### src/rtl/sub4_serial_pkg.sv
// sub4_serial_pkg: FSM state encoding and default operand width for sub4_serial
package sub4_serial_pkg;
  typedef enum logic [1:0] {IDLE, SHIFT, DONE} state_t;
  localparam int DEF_WIDTH = 4;
endpackage

### src/rtl/sub4_serial_sub_bit_cell.sv
// sub_bit_cell: combinational 1-bit full subtractor (a - b - br -> d, br_next)
module sub_bit_cell (
  input  logic a,
  input  logic b,
  input  logic br,
  output logic d,
  output logic br_next
);
  assign d       = a ^ b ^ br;
  assign br_next = (~a & b) | (~(a ^ b) & br);
endmodule

### src/rtl/sub4_serial.sv
// sub4_serial: LSB-first bit-serial {bo,diff}=a-b-bi with valid/ready on both sides; ovf port only with SUB4_SERIAL_OVF_EN
module sub4_serial
  import sub4_serial_pkg::*;
#(
  parameter int WIDTH = DEF_WIDTH
) (
  input  logic             clk,
  input  logic             rst,
  input  logic             in_valid,
  output logic             in_ready,
  input  logic [WIDTH-1:0] a,
  input  logic [WIDTH-1:0] b,
  input  logic             bi,
  output logic             out_valid,
  input  logic             out_ready,
  output logic [WIDTH-1:0] diff,
  output logic             bo
`ifdef SUB4_SERIAL_OVF_EN
  ,
  output logic             ovf
`endif
);
  localparam int CW = $clog2(WIDTH);
  state_t state, nxt;
  logic [CW-1:0] cnt;
  logic [WIDTH-1:0] ra, rb, res;
  logic br, d, br_n, last;
  assign last = cnt == CW'(WIDTH - 1);
  sub_bit_cell u_cell (
    .a      (ra[cnt]),
    .b      (rb[cnt]),
    .br     (br),
    .d      (d),
    .br_next(br_n)
  );
  always_comb
    nxt = state == IDLE  ? (in_valid ? SHIFT : IDLE) :
          state == SHIFT ? (last ? DONE : SHIFT) :
                           (out_ready ? IDLE : DONE);
  always_ff @(posedge clk) begin
    if (rst) begin
      state <= IDLE;
      cnt   <= '0;
      ra    <= '0;
      rb    <= '0;
      res   <= '0;
      br    <= 1'b0;
`ifdef SUB4_SERIAL_OVF_EN
      ovf   <= 1'b0;
`endif
    end else begin
      state <= nxt;
      if (state == IDLE && in_valid) begin
        ra  <= a;
        rb  <= b;
        br  <= bi;
        cnt <= '0;
        res <= '0;
      end else if (state == SHIFT) begin
        res <= {d, res[WIDTH-1:1]};
        br  <= br_n;
        cnt <= last ? '0 : cnt + 1'b1;
`ifdef SUB4_SERIAL_OVF_EN
        if (last) ovf <= (ra[WIDTH-1] ^ rb[WIDTH-1]) & (d ^ ra[WIDTH-1]);
`endif
      end
    end
  end
  assign in_ready  = state == IDLE && !rst;
  assign out_valid = state == DONE;
  assign diff      = res;
  assign bo        = br;
endmodule

### config.mk
export PLATFORM = sky130hd
export DESIGN_NAME = sub4_serial
export DESIGN_NICKNAME = d
export VERILOG_FILES = /design/src/rtl/sub4_serial_pkg.sv /design/src/rtl/sub4_serial_sub_bit_cell.sv /design/src/rtl/sub4_serial.sv
export SDC_FILE = /design/constraint.sdc
export NUM_CORES = 1
export LEC_CHECK = 0
export BUFFER_PORTS_ARGS = -buffer_cell sky130_fd_sc_hd__buf_2
export CORE_MARGIN = 2
export CORE_UTILIZATION = 53
export DETAILED_ROUTE_END_ITERATION = 12
export PLACE_DENSITY = 0.87
export SYNTH_ARGS = -nofsm -noshare
export SYNTH_HDL_FRONTEND = slang
export SYNTH_HIERARCHICAL = 1
export SYNTH_SLANG_ARGS = --single-unit
### constraint.sdc
create_clock -name clk -period 5.1 [get_ports clk]
set_clock_uncertainty 0.1 [all_clocks]
set_input_delay 1.02 -clock clk [delete_from_list [all_inputs] [get_ports clk]]
set_output_delay 1.02 -clock clk [all_outputs]
set_load 0.05 [all_outputs]
==> impl_metrics.json, run 1 <==
{
  "worstPathArrival_ns": 1.61,
  "antenna_found_initial": 0,
  "cts_setup_buffers": 0,
  "regToRegSetupSlack_ns": 3.17,
  "holdCritPathClass": "flop to flop",
  "crit_family": "buffers and inverters",
  "clock_latency_ns": 0.29,
  "dieArea_um2": 1720,
  "initial_core_util_pct": 57.3,
  "area_growth_pct": 16.3,
  "cts-root-buf": "clkbuf_4",
  "worstSetupPathType": "input port to primary output",
  "hold_buffers": 0,
  "min_path_cells": 2,
  "overflow": 0,
  "numCtsBuffers": 3,
  "clk_pin_slew_ns": 0.10,
  "synth_seq_cells": 17,
  "reg2regPathDepth": 4,
  "netlist_instances": 86,
  "cpMostUsedCell": "buf_2",
  "io_buffers": 19,
  "synthesis.nets": 102,
  "crit_buf_inv": 2,
  "crit_path_end_kind": "primary output",
  "diodes": 0,
  "tns_ns": 0,
  "layout_commonest_cell": "nand2_1",
  "first_iter_violations": 11,
  "crit_path_start_kind": "input port",
  "syn-cell-area_um2": 746,
  "routed_via_density": 5.05,
  "finalWirelength_um": 1320,
  "ios": 20,
  "crit_path_cell_trace": "buf_2, nor3_1, buf_2",
  "worstHoldStart": "diff[0]",
  "reg2reg_from": "cnt[0]",
  "status": "complete, no violations",
  "min_to": "diff[0]",
  "grt_pass1_wl_um": 2330,
  "ctsLongestPathBuffers": 2,
  "place.gp.congestion": 0.738,
  "maxSlewHeadroom_pct": 63.4,
  "drtAntennaViolNets": 0,
  "period_minus_slack_ns": 2.73,
  "rows": 13,
  "grt_max_degree": 14,
  "cp.required_ns": 3.98,
  "p_leak_nw": 0.379,
  "synth_cell_types": 22,
  "final_cell_mix": "nand2_1, buf_2, dfxtp_1",
  "max_stage_delay_ns": 0.28,
  "finalSetupViolations": 0,
  "drc": 0,
  "hold_slack_ns": 0.357,
  "rsz0062_at_grt": "no",
  "clock_sinks": 17,
  "reg2reg_to": "diff[3]",
  "htreeDepth": 1,
  "drv_cap": 0,
  "layout-drive-gt1-share_pct": 26.4,
  "coreArea_um2": 1300,
  "die_w_um": 41.5,
  "cts_tree": "done",
  "crit_slowest_cell": "buf_2",
  "dpl.hpwl_um": 1000,
  "drtPass1Iterations": 4,
  "cts_resized": 0,
  "timing.final.ws_setup_ns": 2.37,
  "yosys_warnings": 6,
  "vias": 611,
  "dp_cells": 117,
  "syn_area_per_cell_um2": 8.67,
  "hold_viol_final": 0,
  "preCtsSetupSlack_ns": 2.37,
  "nNetsFinal": 123,
  "crit_fanout": 13,
  "die_h_um": 41.5,
  "routedWlPerCell_um": 10.9,
  "slew_violations": 0,
  "synth-seq-area-share_pct": 45.6,
  "fmax_mhz": 366,
  "globalRouteTotalUtil_pct": 17.9,
  "timing.final.crit_share_pct": 53.6,
  "vdd_drop_max_uv": 191,
  "power.density_nw_per_um2": 293,
  "stdcell_count": 121,
  "grt_pass1_vias": 554,
  "tightest_slew_ns": 0.546
}
[through the flow]
| step | utilization, % | total power, W | instance area [µm²] |
|---|---|---|---|
| 2_1_floorplan | - | 0.000177 | 746 |
| 3_3_place_gp | 64.5 | 0.000185 | 840 |
| 3_5_place_dp | 64.5 | 0.000186 | 840 |
| 4_1_cts | 66.6 | 0.000257 | 867 |
| 5_1_grt | 66.6 | 0.000268 | 867 |
| 6_report | 66.6 | 0.000254 | 867 |
[tightest hold or removal path, cell delays in order, from the launching register on]
cell     delay (ns)
dfxtp_1        0.32
nand2_1        0.05
a21oi_1        0.05
[power by group]
group | switching (W) | total (W) | internal (W)
clock network | 0.0000420 | 0.0000712 | 0.0000292
registers | 0.00000492 | 0.000144 | 0.000139
logic | 0.0000240 | 0.0000389 | 0.0000150
total | 0.0000709 | 0.000254 | 0.000183
[cell usage after synthesis, drive strengths merged]
library cell	instances	area share, %
a211oi	1	1.0
a21oi	16	11
and2b	2	2.0
buf	2	2.2
clkbuf	1	0.50
dfxtp	17	46
fa	1	2.7
ha	2	3.4
inv	3	1.5
mux4	2	6.0
nand2	28	14
nand2b	2	1.7
nor2	3	1.8
nor2b	1	0.84
nor3	1	0.67
nor3b	1	1.7
o21a	1	1.0
or3	1	0.84
or3b	1	1.2
[how the worst max path moves through the flow]
| stage | cells after the start | startpoint | end | slack [ns] |
|---|---|---|---|---|
| 2_1_floorplan | 1 | rst | in_ready | 1.92 |
| 3_3_place_gp | 3 | rst | in_ready | 2.37 |
| 3_5_place_dp | 3 | rst | in_ready | 2.37 |
| 4_1_cts | 3 | rst | in_ready | 2.37 |
| 5_1_grt | 3 | rst | in_ready | 2.28 |
| 6_report | 3 | rst | in_ready | 2.37 |
[cells by family (layout without fill, tap and decap cells)]
logic type / after synthesis / in the layout / synth area share (%)
compound gates: 18 / 18 / 13.3
fa+ha+maj: 3 / 3 / 6.04
buf+inv: 6 / 26 / 4.19
flops: 17 / 17 / 45.6
mux: 2 / 2 / 6.04
simple gates: 40 / 40 / 24.8
[sequential cells by signal, summed over array words and instances, names as in the netlist]
signal,count
state,2
cnt,2
ra,4
bo,1
diff,4
rb,4
[layout make-up]
cell class	instances	area, µm²
Clock buffer	3	22.5
Clock inverter	1	5.00
Fill cell	126	434
Inverter	3	11.3
Multi-Input combinational cell	63	374
Sequential cell	17	340
Tap cell	15	18.8
Timing Repair Buffer	19	95.1
[metal layers]
layer | up-vias | global-route usage [%] | routed length, µm
li1 | 323 | - | -
met4 | 0 | 11.6 | 27
met3 | 4 | 3.04 | 57
met2 | 16 | 29.4 | 654
met1 | 268 | 21.6 | 581
met5 | - | 0 | 0
(Power assumes the default switching activity.)
==> inputs of run 2 (changes only) <==
--- a/config.mk
+++ b/config.mk
@@ -7,9 +7,9 @@
 export LEC_CHECK = 0
 export BUFFER_PORTS_ARGS = -buffer_cell sky130_fd_sc_hd__buf_2
 export CORE_MARGIN = 2
-export CORE_UTILIZATION = 53
+export CORE_UTILIZATION = 44
 export DETAILED_ROUTE_END_ITERATION = 12
-export PLACE_DENSITY = 0.87
+export PLACE_DENSITY = 0.78
 export SYNTH_ARGS = -nofsm -noshare
 export SYNTH_HDL_FRONTEND = slang
 export SYNTH_HIERARCHICAL = 1
==> constraint.sdc (replaced) <==
create_clock -name clk -period 2.22 [get_ports clk]
set_clock_uncertainty 0.1 [all_clocks]
set_input_delay 0.444 -clock clk [delete_from_list [all_inputs] [get_ports clk]]
set_output_delay 0.444 -clock clk [all_outputs]
set_load 0.05 [all_outputs]
==> impl_metrics.json, run 2 (synthesized netlist as in run 1, its figures left out) <==
{
  "finalWirelength_um": 1480,
  "vias": 624,
  "globalRouteTotalUtil_pct": 17.2,
  "maxSlewHeadroom_pct": 74.5,
  "rsz0062_at_grt": "no",
  "cts-root-buf": "clkbuf_4",
  "layout_commonest_cell": "nand2_1",
  "hold_buffers": 0,
  "slew_violations": 0,
  "timing.final.ws_setup_ns": 0.247,
  "period_minus_slack_ns": 1.97,
  "clock_latency_ns": 0.28,
  "layout-drive-gt1-share_pct": 26.2,
  "worstPathArrival_ns": 2.07,
  "finalSetupViolations": 0,
  "utilization_pct": 56.7,
  "routed_via_density": 5.07,
  "worstSetupPathType": "flop to flop",
  "io_buffers": 19,
  "crit_path_end_kind": "flop",
  "die_w_um": 45.2,
  "cp.required_ns": 2.32,
  "nNetsFinal": 124,
  "grt_max_degree": 14,
  "status": "complete, no violations",
  "crit_path_start_kind": "flop",
  "htreeDepth": 1,
  "power_w": 0.000586,
  "initial_core_util_pct": 48.4,
  "area_growth_pct": 17.3,
  "ios": 20,
  "antenna_found_initial": 0,
  "rows": 14,
  "p_leak_nw": 0.381,
  "drtAntennaViolNets": 0,
  "coreArea_um2": 1540,
  "grt_pass1_vias": 575,
  "power.density_nw_per_um2": 671,
  "hold_slack_ns": 0.287,
  "dpl.hpwl_um": 1120,
  "vdd_drop_max_uv": 426,
  "drtPass1Iterations": 4,
  "first_iter_violations": 4,
  "clk_pin_slew_ns": 0.09,
  "timing.final.crit_share_pct": 88.9,
  "tns_ns": 0,
  "ctsLongestPathBuffers": 2,
  "cts_resized": 0,
  "die_h_um": 45.2,
  "final_cell_mix": "nand2_1, buf_2, dfxtp_1",
  "tightest_slew_ns": 0.383,
  "numCtsBuffers": 3,
  "preCtsSetupSlack_ns": 0.241,
  "hold_viol_final": 0,
  "cts_tree": "done",
  "cts_setup_buffers": 0,
  "holdCritPathClass": "input port to flop",
  "drc": 0,
  "place.gp.congestion": 0.772,
  "drv_cap": 0,
  "diodes": 0,
  "dieArea_um2": 2040,
  "fmax_mhz": 507,
  "grt_pass1_wl_um": 2480,
  "clock_sinks": 17,
  "routedWlPerCell_um": 12.0,
  "overflow": 0,
  "crit_fanout": 6
}
run 2: routing by layer:
layer | wire length [µm] | track usage, % | vias up
li1 | - | - | 327
met1 | 614 | 19.9 | 278
met2 | 794 | 30.6 | 17
met3 | 64 | 2.40 | 2
met4 | 4 | 8.82 | 0
met5 | 0 | 0 | -
run 2: area by class of cell:
| class | instances | area, µm² |
|---|---|---|
| timing repair buffer | 20 | 103 |
| fill | 144 | 667 |
| tap | 16 | 20.0 |
| clock buffer | 4 | 26.3 |
| sequential | 17 | 340 |
| inverter | 3 | 11.3 |
| multi-input combinational | 63 | 374 |
run 2: worst max-delay path, stage by stage, from the launching register on:
cell      delay [ns]
dfxtp_1         0.48
mux4_2          0.57
fa_1            0.43
inv_1           0.06
nand2_1         0.04
a211oi_1        0.21
run 2: path summary, 6_finish.rpt:
| check | cells after the start | start | endpoint | slack, ns |
|---|---|---|---|---|
| setup reg to reg | 5 | cnt[0] | bo | 0.25 |
| hold reg to reg | 2 | diff[0] | diff[0] | 0.35 |
| setup / recovery | 5 | cnt[0] | bo | 0.25 |
| hold / removal | 3 | b[2] | rb[2] | 0.29 |
run 2: per-stage QoR:
| step | instances | instance area, µm² |
|---|---|---|
| floorplan | 86 | 746 |
| global placement | 119 | 848 |
| detailed placement | 119 | 848 |
| CTS | 123 | 875 |
| global route | 123 | 875 |
| finish | 123 | 875 |
run 2: power breakdown:
| group | internal, W | switching [W] | total, W |
|---|---|---|---|
| sequential | 0.000320 | 0.0000120 | 0.000332 |
| clock | 0.0000698 | 0.0000916 | 0.000161 |
| combinational | 0.0000365 | 0.0000570 | 0.0000934 |
| total | 0.000426 | 0.000161 | 0.000586 |
==> inputs of run 3 (changes only) <==
==> constraint.sdc (replaced) <==
create_clock -name clk -period 2.22 [get_ports clk]
set_clock_uncertainty 0.1 [all_clocks]
set_input_delay 0 -clock clk [delete_from_list [all_inputs] [get_ports clk]]
set_output_delay 0 -clock clk [all_outputs]
set_load 0.05 [all_outputs]
==> impl_metrics.json, run 3 (synthesized netlist as in run 1, its figures left out) <==
{
  "initial_core_util_pct": 48.4,
  "clock_latency_ns": 0.28,
  "cts_tree": "done",
  "area_growth_pct": 43.3,
  "clock_sinks": 17,
  "reg2reg_to": "ra[2]",
  "crit_path_end_kind": "flop",
  "layout-drive-gt1-share_pct": 22.2,
  "die_h_um": 45.2,
  "crit_fanout": 11,
  "min_to": "bo",
  "crit_path_cell_trace": "or3b_1, nand2_1, a21oi_1, dlygate4sd3_1",
  "worstPathArrival_ns": 1.99,
  "power.density_nw_per_um2": 575,
  "nNetsFinal": 143,
  "rows": 14,
  "reg2regPathDepth": 4,
  "crit_buf_inv": 1,
  "status": "complete, no violations",
  "vdd_drop_max_uv": 324,
  "place.gp.congestion": 0.760,
  "hold_viol_final": 0,
  "drc": 0,
  "routedWlPerCell_um": 12.1,
  "dpl_cell_area_um2": 841,
  "crit_family": "simple AND/OR/NAND/NOR gates",
  "fmax_mhz": 523,
  "crit_slowest_cell": "dlygate4sd3_1",
  "max_stage_delay_ns": 0.57,
  "ctsLongestPathBuffers": 2,
  "min_path_cells": 4,
  "p_leak_nw": 0.482,
  "holdCritPathClass": "input port to flop",
  "cts_setup_buffers": 0,
  "layout_commonest_cell": "nand2_1",
  "first_iter_violations": 10,
  "clk_pin_slew_ns": 0.10,
  "period_minus_slack_ns": 1.91,
  "final_cell_mix": "nand2_1, dlygate4sd3_1, buf_2",
  "drv_cap": 0,
  "worstSetupPathType": "flop to flop",
  "diodes": 0,
  "timing.final.ws_setup_ns": 0.309,
  "tns_ns": 0,
  "stdcell_area_um2": 1070,
  "timing.final.crit_share_pct": 86.1,
  "rsz0062_at_grt": "no",
  "preCtsSetupSlack_ns": 0.323,
  "coreArea_um2": 1540,
  "drtAntennaViolNets": 0,
  "die_w_um": 45.2,
  "reg2reg_from": "state[0]",
  "numCtsBuffers": 3,
  "maxSlewHeadroom_pct": 61.3,
  "worstHoldStart": "in_valid",
  "routed_via_density": 5.06,
  "grt_max_degree": 14,
  "antenna_found_initial": 0,
  "slew_violations": 0,
  "crit_path_start_kind": "flop",
  "finalWirelength_um": 1720,
  "overflow": 0,
  "tightest_slew_ns": 0.578,
  "hold_buffers": 20,
  "grt_pass1_wl_um": 3010,
  "drtPass1Iterations": 4,
  "vias": 719,
  "regToRegSetupSlack_ns": 0.31,
  "io_buffers": 19,
  "dieArea_um2": 2040,
  "htreeDepth": 1,
  "ios": 20,
  "hold_slack_ns": 0.181,
  "globalRouteTotalUtil_pct": 20.0,
  "nFillCells": 124,
  "cp.required_ns": 2.30,
  "finalSetupViolations": 0,
  "cts_resized": 0,
  "cts-root-buf": "clkbuf_4",
  "grt_pass1_vias": 727
}
[run 3: cell count changes in the layout (fill, tap and decap cells not counted)]
| cell | before | now |
|---|---|---|
| buf_4 | 1 | 0 |
| clkinv_2 | 0 | 1 |
| clkbuf_1 | 1 | 0 |
| dlygate4sd3_1 | 0 | 20 |
[run 3: worst reg2reg max path, stage by stage (launching register included)]
cell           delay (ns)
dfxtp_1              0.37
or3b_1               0.56
nand2_1              0.14
a21oi_1              0.07
dlygate4sd3_1        0.57
[run 3: per-layer routing]
metal / wire length (µm) / GRT usage (%) / vias to the layer above
met5: 0 / 0 / -
met4: 0 / 4.71 / 0
met3: 70 / 4.00 / 0
met2: 963 / 38.9 / 19
met1: 688 / 21.9 / 337
li1: - / - / 363
[run 3: area by class of cell]
| class | instances | area [µm²] | area share (%) |
|---|---|---|---|
| well taps | 16 | 20.0 | 1.87 |
| clock buffers | 3 | 22.5 | 2.11 |
| multi-input cells | 63 | 374 | 35.0 |
| clock inverters | 1 | 5.00 | 0.468 |
| repair buffers | 39 | 295 | 27.6 |
| inverters | 3 | 11.3 | 1.05 |
| flip-flops and latches | 17 | 340 | 31.9 |
[run 3: through the flow]
step,instances,total power [W],util (%)
floorplan,86,0.000406,-
detailed placement,118,0.000429,54.5
CTS,142,0.000617,69.3
global placement,118,0.000426,54.5
finish,142,0.000615,69.3
global route,142,0.000653,69.3
[run 3: how the worst max path moves through the flow]
stage	endpoint	slack, ns	from	cells past startpoint
final	ra[2]	0.31	state[0]	4
after global placement	bo	0.37	cnt[0]	5
after floorplan	bo	0.41	cnt[0]	5
after detailed placement	bo	0.32	cnt[0]	5
after CTS	bo	0.31	cnt[0]	5
after global routing	bo	0.14	cnt[0]	5
[run 3: power breakdown]
group / total (W) / internal, W / switching (W)
logic: 0.000119 / 0.0000573 / 0.0000619
clock network: 0.000164 / 0.0000669 / 0.0000971
registers: 0.000331 / 0.000320 / 0.0000118
total: 0.000615 / 0.000444 / 0.000171
